File: src/rtl/la_seq_pkg.sv
// Shared encodings for the logic-analyser pattern sequencer: pattern modes,
// controller states and the first pattern each mode emits.
package la_seq_pkg;

    typedef enum logic [1:0] {
        MODE_COUNT = 2'd0,
        MODE_WALK  = 2'd1,
        MODE_GRAY  = 2'd2,
        MODE_ALT   = 2'd3
    } mode_e;

    typedef enum logic [1:0] {
        IDLE = 2'd0,
        RUN  = 2'd1,
        DONE = 2'd2
    } state_e;

    // Wide enough for any port width up to 64; users slice the low WIDTH bits.
    localparam logic [63:0] FIRST_COUNT = 64'h0;
    localparam logic [63:0] FIRST_WALK  = 64'h1;
    localparam logic [63:0] FIRST_GRAY  = 64'h0;
    localparam logic [63:0] FIRST_ALT   = {32{2'b01}};

endpackage

File: src/rtl/la_pattern_gen.sv
// Pattern generator: loads the first pattern of the selected mode and steps
// to the next one on request. Keeps a binary step count to derive GRAY codes.
module la_pattern_gen
    import la_seq_pkg::*;
#(
    parameter int WIDTH = 8
) (
    input  logic             clk,
    input  logic             rst,
    input  logic             load,
    input  logic             advance,
    input  logic [1:0]       mode,
    output logic [WIDTH-1:0] pattern
);

    mode_e            mode_q;
    logic [WIDTH-1:0] bin_q;
    logic [WIDTH-1:0] bin_inc;
    logic [WIDTH-1:0] first_pat;
    logic [WIDTH-1:0] next_pat;

    always_comb begin
        bin_inc   = bin_q + WIDTH'(1);
        first_pat = '0;
        next_pat  = pattern;
        case (mode_e'(mode))
            MODE_COUNT: first_pat = FIRST_COUNT[WIDTH-1:0];
            MODE_WALK:  first_pat = FIRST_WALK[WIDTH-1:0];
            MODE_GRAY:  first_pat = FIRST_GRAY[WIDTH-1:0];
            MODE_ALT:   first_pat = FIRST_ALT[WIDTH-1:0];
            default:    first_pat = '0;
        endcase
        // The latched mode decides stepping, so mid-burst mode changes are ignored.
        case (mode_q)
            MODE_COUNT: next_pat = pattern + WIDTH'(1);
            MODE_WALK:  next_pat = {pattern[WIDTH-2:0], pattern[WIDTH-1]};
            MODE_GRAY:  next_pat = bin_inc ^ (bin_inc >> 1);
            MODE_ALT:   next_pat = ~pattern;
            default:    next_pat = pattern;
        endcase
    end

    always_ff @(posedge clk) begin
        if (rst) begin
            pattern <= '0;
            bin_q   <= '0;
            mode_q  <= MODE_COUNT;
        end else if (load) begin
            pattern <= first_pat;
            bin_q   <= '0;
            mode_q  <= mode_e'(mode);
        end else if (advance) begin
            pattern <= next_pat;
            bin_q   <= bin_inc;
        end
    end

endmodule

File: src/rtl/la_pattern_sequencer.sv
// Start/stop controlled burst sequencer for the analyser header: FSM, step-rate
// divider and burst counter, driving a pattern generator.
module la_pattern_sequencer
    import la_seq_pkg::*;
#(
    parameter int WIDTH      = 8,
    parameter int PRESCALE_W = 16,
    parameter int BURST_W    = 16
) (
    input  logic                  clk,
    input  logic                  rst,
    input  logic                  start,
    input  logic                  stop,
    input  logic [1:0]            mode,
    input  logic [PRESCALE_W-1:0] prescale,
    input  logic [BURST_W-1:0]    burst_len,
    output logic [WIDTH-1:0]      port,
    output logic                  step_stb,
    output logic                  sync,
    output logic                  busy,
    output logic                  done
);

    state_e                state_q, state_d;
    logic [PRESCALE_W-1:0] div_q, div_d, prescale_q;
    logic [BURST_W-1:0]    cnt_q, cnt_d, burst_q;
    logic                  step_d, sync_d, busy_d, done_d;
    logic                  load, advance;

    always_ff @(posedge clk) begin
        if (rst) begin
            state_q    <= IDLE;
            div_q      <= '0;
            cnt_q      <= '0;
            prescale_q <= '0;
            burst_q    <= '0;
            step_stb   <= 1'b0;
            sync       <= 1'b0;
            busy       <= 1'b0;
            done       <= 1'b0;
        end else begin
            state_q  <= state_d;
            div_q    <= div_d;
            cnt_q    <= cnt_d;
            step_stb <= step_d;
            sync     <= sync_d;
            busy     <= busy_d;
            done     <= done_d;
            if (load) begin
                prescale_q <= prescale;
                burst_q    <= burst_len;
            end
        end
    end

    always_comb begin
        state_d = state_q;
        div_d   = div_q;
        cnt_d   = cnt_q;
        step_d  = 1'b0;
        sync_d  = 1'b0;
        busy_d  = busy;
        done_d  = 1'b0;
        load    = 1'b0;
        advance = 1'b0;
        case (state_q)
            IDLE: begin
                if (start && !stop) begin
                    load    = 1'b1;
                    sync_d  = 1'b1;
                    step_d  = 1'b1;
                    busy_d  = 1'b1;
                    cnt_d   = BURST_W'(1);
                    div_d   = '0;
                    state_d = RUN;
                end
            end
            RUN: begin
                // Abort wins over a coincident tick; a zero burst length runs until stopped.
                if (stop) begin
                    busy_d  = 1'b0;
                    done_d  = 1'b1;
                    state_d = DONE;
                end else if (div_q == prescale_q) begin
                    div_d = '0;
                    if ((burst_q != '0) && (cnt_q == burst_q)) begin
                        busy_d  = 1'b0;
                        done_d  = 1'b1;
                        state_d = DONE;
                    end else begin
                        advance = 1'b1;
                        step_d  = 1'b1;
                        if (cnt_q != '1) begin
                            cnt_d = cnt_q + BURST_W'(1);
                        end
                    end
                end else begin
                    div_d = div_q + PRESCALE_W'(1);
                end
            end
            DONE: begin
                state_d = IDLE;
            end
            default: begin
                state_d = IDLE;
                busy_d  = 1'b0;
            end
        endcase
    end

    la_pattern_gen #(
        .WIDTH(WIDTH)
    ) u_gen (
        .clk     (clk),
        .rst     (rst),
        .load    (load),
        .advance (advance),
        .mode    (mode),
        .pattern (port)
    );

endmodule

File: config.mk
export PLATFORM = sky130hd
export DESIGN_NAME = la_pattern_sequencer
export DESIGN_NICKNAME = d
export VERILOG_FILES = /design/src/rtl/la_seq_pkg.sv /design/src/rtl/la_pattern_gen.sv /design/src/rtl/la_pattern_sequencer.sv
export SDC_FILE = /design/constraint.sdc
export NUM_CORES = 1
export LEC_CHECK = 0
export ABC_CLOCK_PERIOD_IN_PS = 2200
export BUFFER_PORTS_ARGS = -buffer_cell sky130_fd_sc_hd__clkbuf_2
export CAP_MARGIN = 10
export CORE_MARGIN = 3
export CORE_UTILIZATION = 53
export DETAILED_ROUTE_END_ITERATION = 16
export PLACE_DENSITY_LB_ADDON = 0.15
export SLEW_MARGIN = 20
export SYNTH_ARGS = -nofsm -noshare
export SYNTH_HDL_FRONTEND = slang
export SYNTH_SLANG_ARGS = --single-unit
File: constraint.sdc
create_clock -name clk -period 2.2 [get_ports clk]
set_input_delay 0.22 -clock clk [delete_from_list [all_inputs] [get_ports clk]]
set_output_delay 0.22 -clock clk [all_outputs]
set_load 0.02 [all_outputs]
Word-level counts from Yosys, hierarchy flattened --
Index checks and enable logic that the tools add are counted.
Storage, ports and cells: flip-flop bits (word level) 88, input bits 38, output and inout bits 12
Operators by class: add/subtract/negate cells 4, eq/ne operators 18, multiplexer cells 34, bitwise logic cells 4, reductions and logical operators 16
Operators with widths (count):
- $mux W16 | 8
- $pmux W16 S2 | 2
- $add A16 B1 Y16 const B | 2
- $eq A16 B16 Y1 | 2
- $pmux W8 S4 | 1
- $pmux W8 S3 | 1
- $add A8 B1 Y8 const B | 2
- $mux W8 | 2
- $ne A16 B16 Y1 const B | 1
- $reduce_bool A16 Y1 | 1
- $mux W1 | 13
- $eq A2 B2 Y1 const B | 5
- $ne A2 B2 Y1 const B | 5
- $mux W2 | 4
- $not A8 Y8 | 1
- $xor A8 B7 Y8 | 1
- $eq A2 B1 Y1 const B | 3
- $logic_not A2 Y1 | 3
- $ne A3 B3 Y1 const B | 2
- $reduce_and A3 Y1 | 2
- $reduce_and A6 Y1 | 1
- $reduce_or A2 Y1 | 3
- $pmux W2 S2 | 1
- $reduce_and A4 Y1 | 1
- other kinds (6) | 9

Logic depth before layout (Yosys ltp) --
depth in word-level cells 8, gate-level depth with buffers 9, depth with buffers taken out 8

Hierarchy --
A second synthesis with hierarchy kept.
Unflattened totals: cells, all modules 613, area total of the unflattened synthesis 4883.4 µm²
Modules (own cells, without submodules):
- la_pattern_sequencer | instances 1, cells each 426, area each 3475.8 µm²
- la_pattern_gen | instances 1, cells each 187, area each 1407.6 µm²

Worst setup path after synthesis --
OpenSTA, ideal clock, no wires.
kind flip-flop to flip-flop, start point reg u_gen.bin_q[0], end point reg u_gen.pattern[6], arrival time 2.023 ns, required time 2.114 ns, slack 0.091 ns, cell stages (with the launch flop) 10, buffers on the path 1, clock period less this slack 2.109 ns, path through dfxtp_1 > ha_1 > clkbuf_1 > and3b_1 > a21o_1 > a21oi_1 > xnor2_1 > a221oi_1 > mux2i_1 > a211oi_1
On the way: cells in the longest elaborated chain, start to end 5
Ends and longest elaborated chain:
- start, declared | RTL line la_pattern_gen.sv:17 | logic [WIDTH-1:0] bin_q;
- start signal, assigned | RTL line la_pattern_gen.sv:54 | bin_q <= bin_inc;
- $add A8 B1 Y8 | RTL line la_pattern_gen.sv:23 | bin_inc = bin_q + WIDTH'(1);
- $xor A8 B7 Y8 | RTL line la_pattern_gen.sv:37 | MODE_GRAY: next_pat = bin_inc ^ (bin_inc >> 1);
- $pmux W8 S4 | RTL line la_pattern_gen.sv:34 | case (mode_q)
- $mux W8 | RTL line la_pattern_gen.sv:52 | end else if (advance) begin
- $mux W8 | RTL line la_pattern_gen.sv:48 | end else if (load) begin
- end signal, assigned | RTL line la_pattern_gen.sv:49 | pattern <= first_pat;
- end signal, assigned | RTL line la_pattern_gen.sv:53 | pattern <= next_pat;
- end, declared | RTL line la_pattern_gen.sv:13 | output logic [WIDTH-1:0] pattern
Every way passes these cells. The select of a mux whose other input is x is not followed. A chain may end at the register's enable or synchronous reset.

Worst setup path after layout --
start point reg prescale_q[13], end point reg cnt_q[11]
On the way: cells in the longest elaborated chain, start to end 3
Ends and longest elaborated chain:
- start, declared | RTL line la_pattern_sequencer.sv:25 | logic [PRESCALE_W-1:0] div_q, div_d, prescale_q;
- start signal, assigned | RTL line la_pattern_sequencer.sv:50 | prescale_q <= prescale;
- $eq A16 B16 Y1 | RTL line la_pattern_sequencer.sv:84 | end else if (div_q == prescale_q) begin
- $ne A2 B2 Y1 (no source line)
- $reduce_and A6 Y1 (no source line)
- end signal, assigned | RTL line la_pattern_sequencer.sv:44 | cnt_q <= cnt_d;
- end, declared | RTL line la_pattern_sequencer.sv:26 | logic [BURST_W-1:0] cnt_q, cnt_d, burst_q;
Every way passes these cells.

==> results.json <==
{
  "layout.cells.non_filler": 771,
  "ys_types": 57,
  "drv_slew": 0,
  "dpl.cell_count": 751,
  "num_rows": 33,
  "placement.io_buffers": 49,
  "endpoint_kind": "flip-flop",
  "fin_skew_ns": 0.0127,
  "cts_buffer_depth": 2,
  "syn_to_final_growth_pct": 26.0,
  "drive_gt1_frac": 0.266,
  "p_per_area_mw_per_mm2": 599,
  "run_status": "complete, no violations",
  "placed_area_mm2": 0.00530,
  "grt_usage": 0.239,
  "wl_per_cell_um": 15.7,
  "ys.flop_type": "dfxtp_1",
  "hold_class": "input pin to flip-flop",
  "hold_viol": 0,
  "ioPinCount": 50,
  "grt_remaining_overflow": 0,
  "worst_slew_pin_slew_ns": 0.722,
  "seq_area_mm2": 0.00178,
  "n_antenna_cell": 0,
  "seq_area_frac_synth": 0.384,
  "numCtsBuffers": 9,
  "layout_common_cells": "nand2_1, dfxtp_1, a21oi_1, buf_4, nor2_1",
  "dpl.hpwl_um": 8520,
  "initial_core_util": 0.553,
  "power.total_w": 0.00346,
  "rsz0062_at_grt": "true",
  "root_buffer": "clkbuf_8",
  "multi_input_area_mm2": 0.00279,
  "cts_sinks": 88,
  "vias": 4353,
  "fmax_ghz": 0.456,
  "viasPerCell": 5.65,
  "antenna_found_initial": 0,
  "slew-limit-headroom": 0.517,
  "synth.cell_area_mm2": 0.00459,
  "ant_nets": 0,
  "grt_pass1_wl_um": 18900,
  "dieArea_mm2": 0.00981,
  "wirelength_um": 12100,
  "dr.pass1.iters": 4,
  "syn_area_per_cell_um2": 8.07,
  "drt_iter0_drc": 265,
  "max-cap-violations": 0,
  "insertion_delay_ns": 0.37,
  "synth_fp_nets": 611,
  "die_h_um": 99.1,
  "nets": 704,
  "cp_max_fo": 6,
  "finalCriticalPeriod_ns": 2.19,
  "ys_warn_count": 0,
  "synthCells": 569,
  "ys_async_sr_fraction": 0,
  "n_fill_cell": 672,
  "drc": 0,
  "power_leakage_nw": 2.40,
  "cp-start-kind": "flip-flop",
  "layout_commonest_cell": "nand2_1",
  "die_w_um": 99.1,
  "finalCritPeriodShare": 0.998,
  "finalInstanceArea_mm2": 0.00578,
  "gp_congestion": 0.916,
  "coreArea_mm2": 0.00830,
  "ys_ff_latch": 88,
  "cts.reportedPaths.clkPinSlew_ns": 0.10,
  "criticalPathCategory": "flip-flop to flip-flop",
  "required_ns": 2.45,
  "ir_worst_vdd_mv": 0.416,
  "r2r_slack_ns": 0.005,
  "first_global_vias": 4007,
  "grt_max_degree": 39,
  "cp_data_arrival_time_ns": 2.45,
  "cts_tree": "built",
  "synth_enable_flop_cells": 0,
  "finalSetupViolations": 0,
  "htreeDepth": 3,
  "cts_hold_buffers": 0
}
## cell type report
cell class                 instances  share of cell area
inverter                          14             0.00952
sequential                        88               0.309
multi-input combinational        435               0.483
clock buffer                      10              0.0238
clock inverter                     5              0.0151
tap                              105              0.0227
timing repair buffer             114               0.138
## where the power goes
part / total [W] / internal (W) / switching (W)
combinational: 0.000485 / 0.000212 / 0.000273
sequential: 0.00169 / 0.00164 / 0.0000485
clock: 0.00129 / 0.000677 / 0.000614
## worst max-delay path, stage by stage, from the launching register on
cell	delay, ns
dfxtp_1	0.34
xor2_1	0.18
nor4_2	0.33
and4_4	0.31
o2111ai_2	0.10
buf_6	0.17
a211oi_4	0.27
buf_6	0.15
nand3_2	0.07
mux2i_1	0.15
## synthesized netlist by cell type, drive strengths merged, types with 2 or more instances
cell type	count	share of area
a2111oi	3	0.015
a211oi	5	0.0093
a21o	2	0.0033
a21oi	59	0.064
a221oi	2	0.0038
a311oi	4	0.0076
a31oi	8	0.011
and2	2	0.0027
and3	5	0.0068
and4	3	0.0057
buf	8	0.011
clkbuf	24	0.020
dfxtp	88	0.38
ha	4	0.011
inv	13	0.011
mux2i	6	0.013
mux4	2	0.0098
nand2	103	0.084
nand2b	4	0.0055
nand3	21	0.023
nand4	13	0.018
nor2	53	0.043
nor2b	2	0.0027
nor3	5	0.0055
nor3b	2	0.0033
nor4	13	0.020
o211ai	5	0.0082
o21ai	10	0.011
o22ai	3	0.0041
or3	5	0.0068
or4	4	0.0065
xnor2	27	0.052
xor2	45	0.086
## stage by stage
step	utilization	setup WS (ns)	hold slack, ns	TNS (ns)
4_1_cts	0.676	0.000166	0.0525	0
3_5_place_dp	0.638	-0.162	0.449	-0.607
3_3_place_gp	0.638	-0.0647	0.443	-0.218
2_1_floorplan	-	0.0914	0.356	0
5_1_grt	0.697	-0.113	0.0500	-0.799
6_report	0.697	0.00503	0.0538	0
## worst paths after layout
kind / to / from / depth (start not counted)
setup / recovery: cnt_q[11] / prescale_q[13] / 9
hold / removal: prescale_q[7] / prescale[7] / 3
setup reg to reg: cnt_q[11] / prescale_q[13] / 9
hold reg to reg: prescale_q[4] / prescale_q[4] / 2
## logic make-up (layout without fill, tap and decap cells)
logic type	count (synthesis)	count (layout)	share of synthesized area
fa+ha+maj	4	4	0.0109
simple gates	240	240	0.244
mux	8	8	0.0229
flops	88	88	0.384
xor+xnor	72	72	0.137
buf+inv	46	143	0.0425
compound gates	111	111	0.158
## repair_timing
item | in CTS | in global routing
resized for setup | 20 | 28
gates cloned | 0 | 3
buffers inserted | 0 | 2
pin swaps | 8 | 18
endpoints found under the setup margin | 11 | 20
## layer usage
metal / global-route usage / wire length, µm / vias to the layer above
met5: 0 / 0 / -
met4: 0.0966 / 334 / 0
met3: 0.0368 / 583 / 30
met2: 0.385 / 5750 / 141
met1: 0.321 / 5450 / 2016
li1: - / - / 2166
## registers in the layout (all words and copies together) (netlist names)
name,cells
burst_q,16
cnt_q,16
div_q,16
prescale_q,16
u_gen.bin_q,8
u_gen.pattern,8
state_q,2
u_gen.mode_q,2
busy,1
done,1
step_stb,1
sync,1
Power figures use the tool's default switching activity.
